==> src/rtl/ysyx_22050039_lsu_pkg.sv <==
// ysyx_22050039_lsu_pkg: size encodings, LSU state enum and lane/extension helpers.
package ysyx_22050039_lsu_pkg;
  localparam logic [1:0] SZ_B = 2'd0, SZ_H = 2'd1, SZ_W = 2'd2, SZ_D = 2'd3;
  typedef enum logic [1:0] {S_IDLE, S_BEAT0, S_BEAT1, S_RESP} state_e;
  // Low NB bits are the first-beat lanes, the next NB bits spill into the second beat.
  function automatic logic [15:0] byte_mask(input logic [1:0] size, input logic [2:0] off);
    byte_mask = ((16'd1 << (4'd1 << size)) - 16'd1) << off;
  endfunction
  function automatic logic [63:0] sext(input logic [63:0] data, input logic [1:0] size, input logic sgn);
    logic [63:0] m;
    logic msb;
    m = (size == SZ_D) ? '1 : (64'd1 << (7'd8 << size)) - 64'd1;
    msb = data[6'((7'd8 << size) - 7'd1)];
    sext = (sgn && msb) ? (data | ~m) : (data & m);
  endfunction
endpackage

==> src/rtl/ysyx_22050039_lsu_align.sv <==
// ysyx_22050039_lsu_align: write lane positioning across two beats and read merge/extension.
module ysyx_22050039_lsu_align
  import ysyx_22050039_lsu_pkg::*;
#(
  parameter int XLEN = 64,
  localparam int NB = XLEN / 8,
  localparam int OFF_W = $clog2(NB)
) (
  input  logic [1:0]       i_size,
  input  logic             i_signed,
  input  logic [OFF_W-1:0] i_off,
  input  logic [XLEN-1:0]  i_wdata,
  input  logic [XLEN-1:0]  i_rdata0,
  input  logic [XLEN-1:0]  i_rdata1,
  output logic [XLEN-1:0]  o_wdata0,
  output logic [XLEN-1:0]  o_wdata1,
  output logic [NB-1:0]    o_mask0,
  output logic [NB-1:0]    o_mask1,
  output logic [XLEN-1:0]  o_rdata
);
  logic [2*XLEN-1:0] w_wide;
  logic [XLEN-1:0]   w_raw;
  logic [15:0]       w_mask;
  logic [63:0]       w_ext;
  assign w_wide = {{XLEN{1'b0}}, i_wdata} << {i_off, 3'b000};
  assign {o_wdata1, o_wdata0} = w_wide;
  assign w_mask = byte_mask(i_size, 3'(i_off));
  assign o_mask0 = w_mask[NB-1:0];
  assign o_mask1 = w_mask[2*NB-1:NB];
  assign w_raw = XLEN'({i_rdata1, i_rdata0} >> {i_off, 3'b000});
  assign w_ext = sext(64'(w_raw), i_size, i_signed);
  assign o_rdata = w_ext[XLEN-1:0];
endmodule

==> src/rtl/ysyx_22050039_lsu.sv <==
// ysyx_22050039_lsu: multi-cycle load/store unit between execute, an aligned bus and writeback.
// Define YSYX_22050039_LSU_MISALIGN_EN to allow misaligned accesses (split into two beats when crossing).
module ysyx_22050039_lsu
  import ysyx_22050039_lsu_pkg::*;
#(
  parameter int XLEN = 64,
  parameter int ADDR_W = 64,
  localparam int NB = XLEN / 8,
  localparam int OFF_W = $clog2(NB)
) (
  input  logic              clk,
  input  logic              rst,
  input  logic              req_valid,
  output logic              req_ready,
  input  logic              req_we,
  input  logic [1:0]        req_size,
  input  logic              req_signed,
  input  logic [ADDR_W-1:0] req_addr,
  input  logic [XLEN-1:0]   req_wdata,
  output logic              mem_valid,
  input  logic              mem_ready,
  output logic              mem_we,
  output logic [ADDR_W-1:0] mem_addr,
  output logic [XLEN-1:0]   mem_wdata,
  output logic [NB-1:0]     mem_wmask,
  input  logic [XLEN-1:0]   mem_rdata,
  output logic              resp_valid,
  input  logic              resp_ready,
  output logic [XLEN-1:0]   resp_rdata,
  output logic              resp_err
);
  state_e            r_state;
  logic              r_we, r_signed, r_cross, r_err;
  logic [1:0]        r_size;
  logic [ADDR_W-1:0] r_addr;
  logic [XLEN-1:0]   r_wdata, r_rdata0, r_rdata;
  logic [3:0]        w_n;
  logic              w_cross, w_bad, w_ill, w_beat, w_b1, w_wr;
  logic [XLEN-1:0]   w_wd0, w_wd1, w_ld;
  logic [NB-1:0]     w_m0, w_m1;
  assign w_n = 4'd1 << req_size;
  assign w_cross = (5'(req_addr[OFF_W-1:0]) + 5'(w_n)) > 5'(NB);
  assign w_ill = (req_size == SZ_D) && (XLEN == 32);
`ifdef YSYX_22050039_LSU_MISALIGN_EN
  assign w_bad = w_ill;
`else
  assign w_bad = w_ill | (|(req_addr[2:0] & 3'(w_n - 4'd1)));
`endif
  assign w_beat = (r_state == S_BEAT0) || (r_state == S_BEAT1);
  assign w_b1 = r_state == S_BEAT1;
  assign w_wr = w_beat & r_we;
  assign req_ready = rst && (r_state == S_IDLE);
  assign mem_valid = w_beat;
  assign mem_we = w_wr;
  assign mem_addr = w_beat ? {r_addr[ADDR_W-1:OFF_W], {OFF_W{1'b0}}} + (w_b1 ? ADDR_W'(NB) : '0) : '0;
  assign mem_wmask = w_wr ? (w_b1 ? w_m1 : w_m0) : '0;
  assign mem_wdata = w_wr ? (w_b1 ? w_wd1 : w_wd0) : '0;
  assign resp_valid = r_state == S_RESP;
  assign resp_rdata = r_rdata;
  assign resp_err = r_err;
  ysyx_22050039_lsu_align #(.XLEN(XLEN)) u_align (
    .i_size   (r_size),
    .i_signed (r_signed),
    .i_off    (r_addr[OFF_W-1:0]),
    .i_wdata  (r_wdata),
    .i_rdata0 ((r_state == S_BEAT0) ? mem_rdata : r_rdata0),
    .i_rdata1 (r_cross ? mem_rdata : '0),
    .o_wdata0 (w_wd0),
    .o_wdata1 (w_wd1),
    .o_mask0  (w_m0),
    .o_mask1  (w_m1),
    .o_rdata  (w_ld)
  );
  always_ff @(posedge clk or negedge rst) begin
    if (!rst) begin
      r_state  <= S_IDLE;
      r_we     <= 1'b0;
      r_signed <= 1'b0;
      r_cross  <= 1'b0;
      r_err    <= 1'b0;
      r_size   <= '0;
      r_addr   <= '0;
      r_wdata  <= '0;
      r_rdata0 <= '0;
      r_rdata  <= '0;
    end else if (r_state == S_IDLE && req_valid) begin
      r_we     <= req_we;
      r_signed <= req_signed;
      r_size   <= req_size;
      r_addr   <= req_addr;
      r_wdata  <= req_wdata;
      r_cross  <= w_cross;
      r_err    <= w_bad;
      r_rdata  <= '0;
      r_state  <= w_bad ? S_RESP : S_BEAT0;
    end else if (r_state == S_BEAT0 && mem_ready) begin
      r_rdata0 <= mem_rdata;
      r_rdata  <= (r_we || r_cross) ? '0 : w_ld;
      r_state  <= r_cross ? S_BEAT1 : S_RESP;
    end else if (r_state == S_BEAT1 && mem_ready) begin
      r_rdata  <= r_we ? '0 : w_ld;
      r_state  <= S_RESP;
    end else if (r_state == S_RESP && resp_ready) begin
      r_state  <= S_IDLE;
    end
  end
endmodule

==> config.mk <==
export PLATFORM = sky130hd
export DESIGN_NAME = ysyx_22050039_lsu
export DESIGN_NICKNAME = d
export VERILOG_FILES = /design/src/rtl/ysyx_22050039_lsu_pkg.sv /design/src/rtl/ysyx_22050039_lsu_align.sv /design/src/rtl/ysyx_22050039_lsu.sv
export SDC_FILE = /design/constraint.sdc
export NUM_CORES = 1
export LEC_CHECK = 0
export BUFFER_PORTS_ARGS = -buffer_cell sky130_fd_sc_hd__buf_2
export CAP_MARGIN = 20
export CORE_MARGIN = 2
export CORE_UTILIZATION = 55
export CTS_BUF_LIST = sky130_fd_sc_hd__clkbuf_8
export DETAILED_ROUTE_END_ITERATION = 10
export HOLD_SLACK_MARGIN = 0.02
export PLACE_DENSITY = 0.92
export SYNTH_ARGS = -nofsm -noshare
export SYNTH_HDL_FRONTEND = slang
export SYNTH_SLANG_ARGS = --single-unit
export TNS_END_PERCENT = 20
==> constraint.sdc <==
create_clock -name clk -period 3.6 [get_ports clk]
set_input_delay 0.54 -clock clk [delete_from_list [all_inputs] [get_ports clk]]
set_output_delay 0.54 -clock clk [all_outputs]
set_load 0.005 [all_outputs]
## Word-level counts from Yosys, hierarchy flattened

Cells that the tools add are included.

- Register bits: 264
- Input bits: 201
- Output and inout bits: 205
- Logic and storage cells: 72

- Add/subtract/negate cells: 6
- $lt $le $gt $ge: 2
- Eq/ne operators: 4
- Shift-type cells: 8
- Muxes and demuxes: 23
- Bitwise logic cells: 6
- Reduce and logical (&&, ||, !) cells: 13

Operators by type and width:

| kind | count |
|---|---|
| $mux W64 | 12 |
| $shl A64 B6 Y128 | 1 |
| $shr A128 B6 Y64 | 1 |
| $add A64 B4 Y64 | 1 |
| $and A64 B64 Y64 | 1 |
| $not A64 Y64 | 1 |
| $or A64 B64 Y64 | 1 |
| $shl A1 B7 Y64 const A | 1 |
| $sub A64 B1 Y64 const B | 1 |
| $mux W8 | 2 |
| $shl A1 B4 Y16 const A | 1 |
| $shl A16 B3 Y16 | 1 |
| $sub A16 B1 Y16 const B | 1 |
| $mux W2 | 5 |
| $shl A1 B2 Y4 const A | 2 |
| $lt A6 B7 Y1 const B | 1 |
| $shl A4 B2 Y7 const A | 1 |
| $bmux W1 S6 | 1 |
| $eq A2 B2 Y1 const B | 3 |
| $logic_and A1 B1 Y1 | 6 |
| $sub A6 B1 Y6 const B | 1 |
| $add A3 B4 Y5 | 1 |
| $gt A5 B4 Y1 const B | 1 |
| $mux W4 | 1 |
| 12 further kinds | 14 |

## Depth between registers and ports, before layout

Gate-level depths: netlist of the first run.

- Depth in word-level cells: 11
- Mapped depth: 12
- Gate-level depth less buffers: 9

## By module

A second synthesis of the first run with hierarchy kept.

- Cell total of the unflattened synthesis: 2,080
- Area, all modules: 19,887.8 µm²

Modules (own cells, without submodules):

| module | instances | cells each | area an instance (µm²) | seq. area each (µm²) |
|---|---|---|---|---|
| ysyx_22050039_lsu | 1 | 1,198 | 13,794.5 | 6,606.3 |
| ysyx_22050039_lsu_align | 1 | 882 | 6,093.3 | 0.0 |

## Least setup slack after synthesis of the first run

OpenSTA, ideal clock, no wires.

- Kind: reg2out
- Start point: reg r_addr[25]
- End point: out mem_addr[58]
- Data arrival time: 2.638 ns
- Data required time: 3.060 ns
- Path slack: 0.422 ns
- Stages on the path, launching flop included: 9
- Buffers on the path: 2
- Cells stage by stage: dfrtp_1 -> nand4_2 -> or4_4 -> or3_4 -> buf_6 -> or3_4 -> buf_6 -> or3_1 -> a21oi_1

- Word-level cells in the longest chain between the ends: 2

RTL lines:

| item | RTL line | RTL |
|---|---|---|
| start, declared | ysyx_22050039_lsu.sv:35 | `logic [ADDR_W-1:0] r_addr;` |
| start signal, assigned | ysyx_22050039_lsu.sv:90 | `r_addr <= req_addr;` |
| $add A64 B4 Y64 | ysyx_22050039_lsu.sv:55 | `assign mem_addr = w_beat ? {r_addr[ADDR_W-1:OFF_W], {OFF_W{1'b0}}} + (w_b1 ? ADDR_W'(NB) : '0) : '0;` |
| $mux W64 | ysyx_22050039_lsu.sv:55 |  |
| end, declared | ysyx_22050039_lsu.sv:23 | `output logic [ADDR_W-1:0] mem_addr,` |

No other way between the ends.

## Worst setup path after layout of the first run

- Start point: reg r_addr[50]
- End point: out mem_addr[62]

Same word-level chain as after synthesis.

==> summary.md, run 1 <==
| Metric | Value |
|---|---|
| Initial antenna violation count | 8 |
| Core Region | 33280 sq um |
| Final worst-path cycle share | 1.064 |
| CP max stage delay | 510 ps |
| Final Max Slew Viols | 0 |
| Vias in the first global route | 17926 |
| Largest cells by area after synthesis | dfrtp_1 36%, mux2_2 14%, mux4_2 11% |
| Top cell type's share of synthesized area | 0.3574 |
| WL per Instance | 25.44 um |
| Post-DP Area | 20810 sq um |
| Final setup margin | -230.9 ps |
| Syn-to-layout area delta | 20.62% |
| Post-DP HPWL | 46.00 mm |
| Asr flop ratio synth | 1.000 |
| Combinational share of power | 0.601 |
| Total Wirelength | 68.26 mm |
| GP Congestion | 0.9756 |
| Root Buffer | clkbuf_8 |
| Avg Vias per Cell | 6.833 |
| Die W | 187.3 um |
| Final instance area | 22300 sq um |
| WP data arrival | 3290 ps |
| CP Buf/Inv Count | 1 |
| DR top layer | met4 |
| # Max-Cap Violations | 0 |
| Drt first pass iters | 8 |
| CTS max path bufs | 3 |
| Met3 Wirelength | 8.104 mm |
| Synth unique cells | 63 |
| Synth Area per Inst | 10.09 sq um |
| Reg clk slew, reported paths | 70 ps |
| Filler-free cell count of the finished design | 2683 |
| Share of total power in the clock network | 0.134 |
| Filler cell count | 2434 |
| Sw frac | 0.4679 |
| Synth Register Bits | 264 |
| Max FO, Critical Path | 6 |
| Run status | complete, but fails checks |
| Total global routing overflow | 0 |
| Sequential area share after synthesis | 0.3574 |
| Worst Hold Class | input pin to flip-flop |
| Crit end category | primary output |
| Worst-margin pin slew | 1077 ps |
| Proportion of layout cells with a drive suffix above 1 | 0.4197 |
| Fmax | 0.2610 GHz |
| Most used DFF post-synth | dfrtp_1 |
| Syn. warnings | 0 |
| Worst vdd ir | 0.7628 mV |
| Register area | 6623 sq um |
| Commonest non-fill, non-tap cell in the layout | buf_2 |
| Switching power | 10.79 mW |
| P_leak | 9.896 nW |
| Die Area | 35090 sq um |
| Cell internal pwr | 12.26 mW |
| Area of the multi-input gates | 11390 sq um |
| R2R Setup Slk | 410 ps |
| DR iter-0 viols | 2577 |
| # nets final | 2407 |
| Family with the most delay on the worst path | simple AND/OR/NAND/NOR gates |
| Crit path kind | flip-flop to primary output |
| Metal-1 WL | 23.28 mm |
| Clk_lat worst skew | 640 ps |
| Mapped Cells | 1833 |
| Setup TNS | -514.4 ps |
| CTS buffer count | 49 |
| Crit path top cell by count | and4_1 |
| Die height | 187.3 um |
| Final setup fails | 8 |
| WP data required | 3060 ps |
| Critical Path Start Type | flip-flop |
| Clock tree from TritonCTS | yes |
| DRC Markers | 0 |
| Worst clock skew | 19.69 ps |
| Final min period | 3831 ps |
| RSZ-0062 raised after global routing | yes |
| WL met2 | 31.82 mm |
| Post-synth EDFFs | 0 |
| Flop pwr share | 0.265 |
| Placed cells | 2560 |
| Most frequent cells in the layout | 401 x buf_2, 255 x dfrtp_1, 225 x mux2_2, 171 x nand2_1, 131 x nor2_1 |
| Via count | 18332 |
| Largest net degree at the start of global routing | 157 |
| CTS H-tree lvls | 2 |
| Failing checks | negative setup slack |
| Rel. slew slack | 0.2822 |
| Final hold slack | 129.9 ps |
| IO buf count | 402 |
| First-pass GRT wire length | 103.4 mm |
| Crit-path cells | and4_1, and4_1, nand4_1, or2_2, or3_1, a21oi_2, buf_2 |
| Initial Util | 0.5555 |
| Io pins | 406 |
| DRT antenna net count | 0 |
| Site row count | 67 |
| Final Hold Fails | 0 |
| Synth area leader | dfrtp_1 |
| PD cells | 1034 nW/um^2 |
| Mapped Area | 18490 sq um |
| Gr usage total | 0.3789 |
| Clock sinks | 264 |
| Slowest-stage cell, CP | dfrtp_1 |
power by group through the flow:
stage	Combinational [mW]	Sequential, mW	Clock (mW)
floorplan	9.38	5.30	0
global placement	12.5	5.84	0
detailed placement	12.8	6.01	0
CTS	13.2	5.93	3.09
global route	14.7	6.22	3.23
finish	13.9	6.12	3.08
cells in the mapped netlist (15+ instances only):
library cell / count
xnor2_1: 23
nand3_1: 48
buf_1: 25
and2_1: 18
clkbuf_1: 110
nor2_1: 134
nand2_1: 174
mux2i_1: 84
o211ai_1: 42
dfrtp_1: 264
a21oi_1: 103
a22o_1: 16
or3_1: 17
a211oi_1: 26
o31ai_1: 19
o21ai_0: 58
o22ai_1: 29
inv_1: 24
mux2_2: 225
buf_2: 25
a221oi_1: 15
xor2_1: 24
mux4_2: 88
nor2b_1: 29
a22oi_1: 57
a221o_1: 15
path summary, 6_finish.rpt:
kind / startpoint / depth (start not counted) / end
worst max-delay path: r_addr[50] / 7 / mem_addr[62]
worst min-delay path: req_addr[15] / 2 / r_addr[15]
worst max register to register: r_state[1] / 8 / resp_rdata[50]
worst min register to register: resp_rdata[52] / 2 / resp_rdata[52]
max in group asynchronous: rst / 3 / r_addr[2]
min in group asynchronous: rst / 2 / r_rdata0[51]
worst register-to-register path, stage by stage (launching register included):
cell and delay, ps:
dfrtp_1 440, inv_1 150, ha_4 290, buf_12 360, mux4_2 690, nand2_1 90, o21ai_0 110, a221oi_1 780
o31ai_1 120
timing repair:
action / CTS / global route
hold endpoints to repair: 49 / 0
cloned: 1 / 1
setup buffers: 14 / 10
resized for setup: 31 / 34
pin swaps: 15 / 7
hold buffers: 1 / 0
setup endpoints to repair: 39 / 40
final cells by class:
| class | instances | share of cell area |
|---|---|---|
| Antenna cell | 7 | 0.0007855 |
| Clock buffer | 58 | 0.03580 |
| Clock inverter | 30 | 0.009427 |
| Inverter | 27 | 0.004938 |
| Multi-Input combinational cell | 1381 | 0.5106 |
| Sequential cell | 264 | 0.2970 |
| Tap cell | 448 | 0.02514 |
| Timing Repair Buffer | 468 | 0.1163 |
stage by stage:
step                        util  setup WS [ps]  power, mW
after floorplan                -          421.8      14.67
after global placement    0.6254          229.2      18.31
after detailed placement  0.6254          179.3      18.85
after CTS                 0.6627         -36.16      22.18
after global routing      0.6700         -222.6      24.19
final                     0.6700         -230.9      23.05
sequential cells by signal (all words and copies together), names as in the netlist:
register and cells:
resp_rdata 64, r_signed 1, r_rdata0 64, r_addr 64
r_wdata 64, r_state 2, r_size 2, r_cross 1
resp_err 1, r_we 1
logic make-up after synthesis:
kind of cell	Yosys count	share of synthesized area
mux	397	0.2897
other cells	1	0.0002029
fa+ha+maj	15	0.01056
simple gates	501	0.1266
xor+xnor	47	0.02227
flops	264	0.3574
compound gates	416	0.1512
buf+inv	192	0.04210
per-layer routing:
layer | GRT usage | vias to the layer above
li1 | - | 7574
met1 | 0.4481 | 8816
met2 | 0.6165 | 1530
met3 | 0.1056 | 412
met4 | 0.2305 | 0
met5 | 0 | -
Power figures use the tool's default switching activity.
==> inputs of run 2 (changes only) <==
--- a/config.mk
+++ b/config.mk
@@ -8,11 +8,11 @@
 export BUFFER_PORTS_ARGS = -buffer_cell sky130_fd_sc_hd__buf_2
 export CAP_MARGIN = 20
 export CORE_MARGIN = 2
-export CORE_UTILIZATION = 55
+export CORE_UTILIZATION = 45
 export CTS_BUF_LIST = sky130_fd_sc_hd__clkbuf_8
 export DETAILED_ROUTE_END_ITERATION = 10
 export HOLD_SLACK_MARGIN = 0.02
-export PLACE_DENSITY = 0.92
+export PLACE_DENSITY = 0.79
 export SYNTH_ARGS = -nofsm -noshare
 export SYNTH_HDL_FRONTEND = slang
 export SYNTH_SLANG_ARGS = --single-unit
==> summary.md, run 2 (synthesis gave the netlist of run 1 again) <==
| Metric | Value |
|---|---|
| Initial Util | 0.4548 (was 0.5555) |
| Crit path top cell by count | or3_4 (was and4_1) |
| Reg clk slew, reported paths | 60 ps (was 70 ps) |
| Worst-margin pin slew | 860.2 ps (was 1077 ps) |
| Register area | 6621 sq um (was 6623 sq um) |
| Final instance area | 22500 sq um (was 22300 sq um) |
| Via count | 17349 (was 18332) |
| Failing checks | negative setup slack (unchanged) |
| P_leak | 9.972 nW (was 9.896 nW) |
| Site row count | 74 (was 67) |
| Total global routing overflow | 0 (unchanged) |
| Worst clock skew | 39.57 ps (was 19.69 ps) |
| WL per Instance | 23.48 um (was 25.44 um) |
| Io pins | 406 (unchanged) |
| Final setup fails | 8 (unchanged) |
| Worst vdd ir | 0.7579 mV (was 0.7628 mV) |
| Family with the most delay on the worst path | simple AND/OR/NAND/NOR gates (unchanged) |
| PD cells | 1014 nW/um^2 (was 1034 nW/um^2) |
| Commonest non-fill, non-tap cell in the layout | buf_2 (unchanged) |
| Crit-path cells | inv_1, or4_4, or3_4, or3_4, or3_4, a21oi_2, buf_2 (was and4_1, and4_1, nand4_1, or2_2, or3_1, a21oi_2, buf_2) |
| Initial antenna violation count | 19 (was 8) |
| Die W | 206.7 um (was 187.3 um) |
| CP Buf/Inv Count | 2 (was 1) |
| Area of the multi-input gates | 11350 sq um (was 11390 sq um) |
| Final worst-path cycle share | 1.022 (was 1.064) |
| Clock tree from TritonCTS | yes (unchanged) |
| Final hold slack | 134.6 ps (was 129.9 ps) |
| Crit path kind | flip-flop to primary output (unchanged) |
| Die height | 206.7 um (was 187.3 um) |
| Total Wirelength | 65.05 mm (was 68.26 mm) |
| Rel. slew slack | 0.4205 (was 0.2822) |
| Most frequent cells in the layout | 401 x buf_2, 258 x dfrtp_1, 225 x mux2_2, 171 x nand2_1, 132 x nor2_1 (was 401 x buf_2, 255 x dfrtp_1, 225 x mux2_2, 171 x nand2_1, 131 x nor2_1) |
| Avg Vias per Cell | 6.261 (was 6.833) |
| Clock sinks | 264 (unchanged) |
| DRT antenna net count | 0 (unchanged) |
| Drt first pass iters | 6 (was 8) |
| Critical Path Start Type | flip-flop (unchanged) |
| Vias in the first global route | 16988 (was 17926) |
| WP data required | 3060 ps (about the same) |
| Placed cells | 2649 (was 2560) |
| Clk_lat worst skew | 640 ps (about the same) |
| First-pass GRT wire length | 96.70 mm (was 103.4 mm) |
| Worst Hold Class | input pin to flip-flop (unchanged) |
| Fmax | 0.2717 GHz (was 0.2610 GHz) |
| Setup TNS | -350.2 ps (was -514.4 ps) |
| # nets final | 2410 (was 2407) |
| Syn-to-layout area delta | 21.72% (was 20.62%) |
| RSZ-0062 raised after global routing | yes (unchanged) |
| CTS buffer count | 49 (unchanged) |
| Final Hold Fails | 0 (unchanged) |
| # Max-Cap Violations | 0 (unchanged) |
| Filler-free cell count of the finished design | 2771 (was 2683) |
| Slowest-stage cell, CP | or4_4 (was dfrtp_1) |
| Final min period | 3680 ps (was 3831 ps) |
| CTS max path bufs | 3 (unchanged) |
| IO buf count | 402 (unchanged) |
| CP max stage delay | 560 ps (was 510 ps) |
| GP Congestion | 1.005 (was 0.9756) |
| Die Area | 42720 sq um (was 35090 sq um) |
| Max FO, Critical Path | 5 (was 6) |
| Filler cell count | 3507 (was 2434) |
| Crit end category | primary output (unchanged) |
| Proportion of layout cells with a drive suffix above 1 | 0.4178 (was 0.4197) |
| CTS H-tree lvls | 2 (unchanged) |
| Post-DP HPWL | 46.38 mm (was 46.00 mm) |
| WP data arrival | 3140 ps (was 3290 ps) |
| Largest net degree at the start of global routing | 139 (was 157) |
| Post-DP Area | 20970 sq um (was 20810 sq um) |
| Root Buffer | clkbuf_8 (unchanged) |
| Gr usage total | 0.2931 (was 0.3789) |
| Core Region | 40650 sq um (was 33280 sq um) |
| Run status | complete, but fails checks (unchanged) |
| Final setup margin | -80.03 ps (was -230.9 ps) |
| DRC Markers | 0 (unchanged) |
| Final Max Slew Viols | 0 (unchanged) |
| DR iter-0 viols | 1853 (was 2577) |
-- run 2: cell count changes in the layout (fill, tap and decap cells not counted), moves of 3 or more --
cell	before	now
buf_4	57	61
clkbuf_8	58	63
o21ai_0	54	51
clkinv_2	12	5
dfrtp_2	7	3
clkinvlp_4	0	3
dfrtp_1	255	258
o21ai_1	5	8
-- run 2: stage by stage --
stage          utilization  setup WS, ps  power (mW)
2_1_floorplan            -         421.8       14.67
3_3_place_gp        0.5159         282.5       18.46
3_5_place_dp        0.5159         196.7       18.83
4_1_cts             0.5471        -150.5       22.29
5_1_grt             0.5533        -151.1       24.16
6_report            0.5536        -80.03       22.82
-- run 2: final cells by class --
| cell class | count | share of cell area |
|---|---|---|
| Clock inverter | 27 | 0.009786 |
| Sequential cell | 264 | 0.2943 |
| Inverter | 27 | 0.005004 |
| Multi-Input combinational cell | 1380 | 0.5042 |
| Timing Repair Buffer | 472 | 0.1179 |
| Tap cell | 532 | 0.02958 |
| Antenna cell | 6 | 0.0006673 |
| Clock buffer | 63 | 0.03853 |
-- run 2: timing repair --
| item | in CTS | in global routing |
|---|---|---|
| pin swaps | 18 | 5 |
| resized for setup | 19 | 40 |
| hold buffers | 1 | 0 |
| buffers inserted | 12 | 10 |
| cloned | 1 | 1 |
| endpoints found under the hold margin | 44 | 0 |
| endpoints found under the setup margin | 41 | 54 |
-- run 2: worst paths after layout --
check	from	slack (ps)	cells past startpoint	to
min in group asynchronous	rst	410	2	r_rdata0[5]
max in group asynchronous	rst	1970	3	r_addr[25]
min	req_wdata[48]	130	2	r_wdata[48]
max	r_addr[31]	-80	7	mem_addr[51]
min reg2reg	resp_rdata[60]	470	2	resp_rdata[60]
max reg2reg	r_addr[0]	500	6	resp_rdata[13]
-- run 2: power by group --
part	internal (mW)	leakage, nW	total [mW]	switching, mW
logic	6.25	6.12	13.6	7.33
registers	4.36	3.24	6.00	1.64
clock network	1.85	0.615	3.24	1.39
total	12.5	9.97	22.8	10.4
-- run 2: layer usage --
metal / up-vias / GRT usage / routed length (um)
met5: - / 0 / 62
met4: 10 / 0.1467 / 3311
met3: 231 / 0.08320 / 6663
met2: 1042 / 0.4890 / 31230
met1: 8478 / 0.3464 / 23790
li1: 7588 / - / -
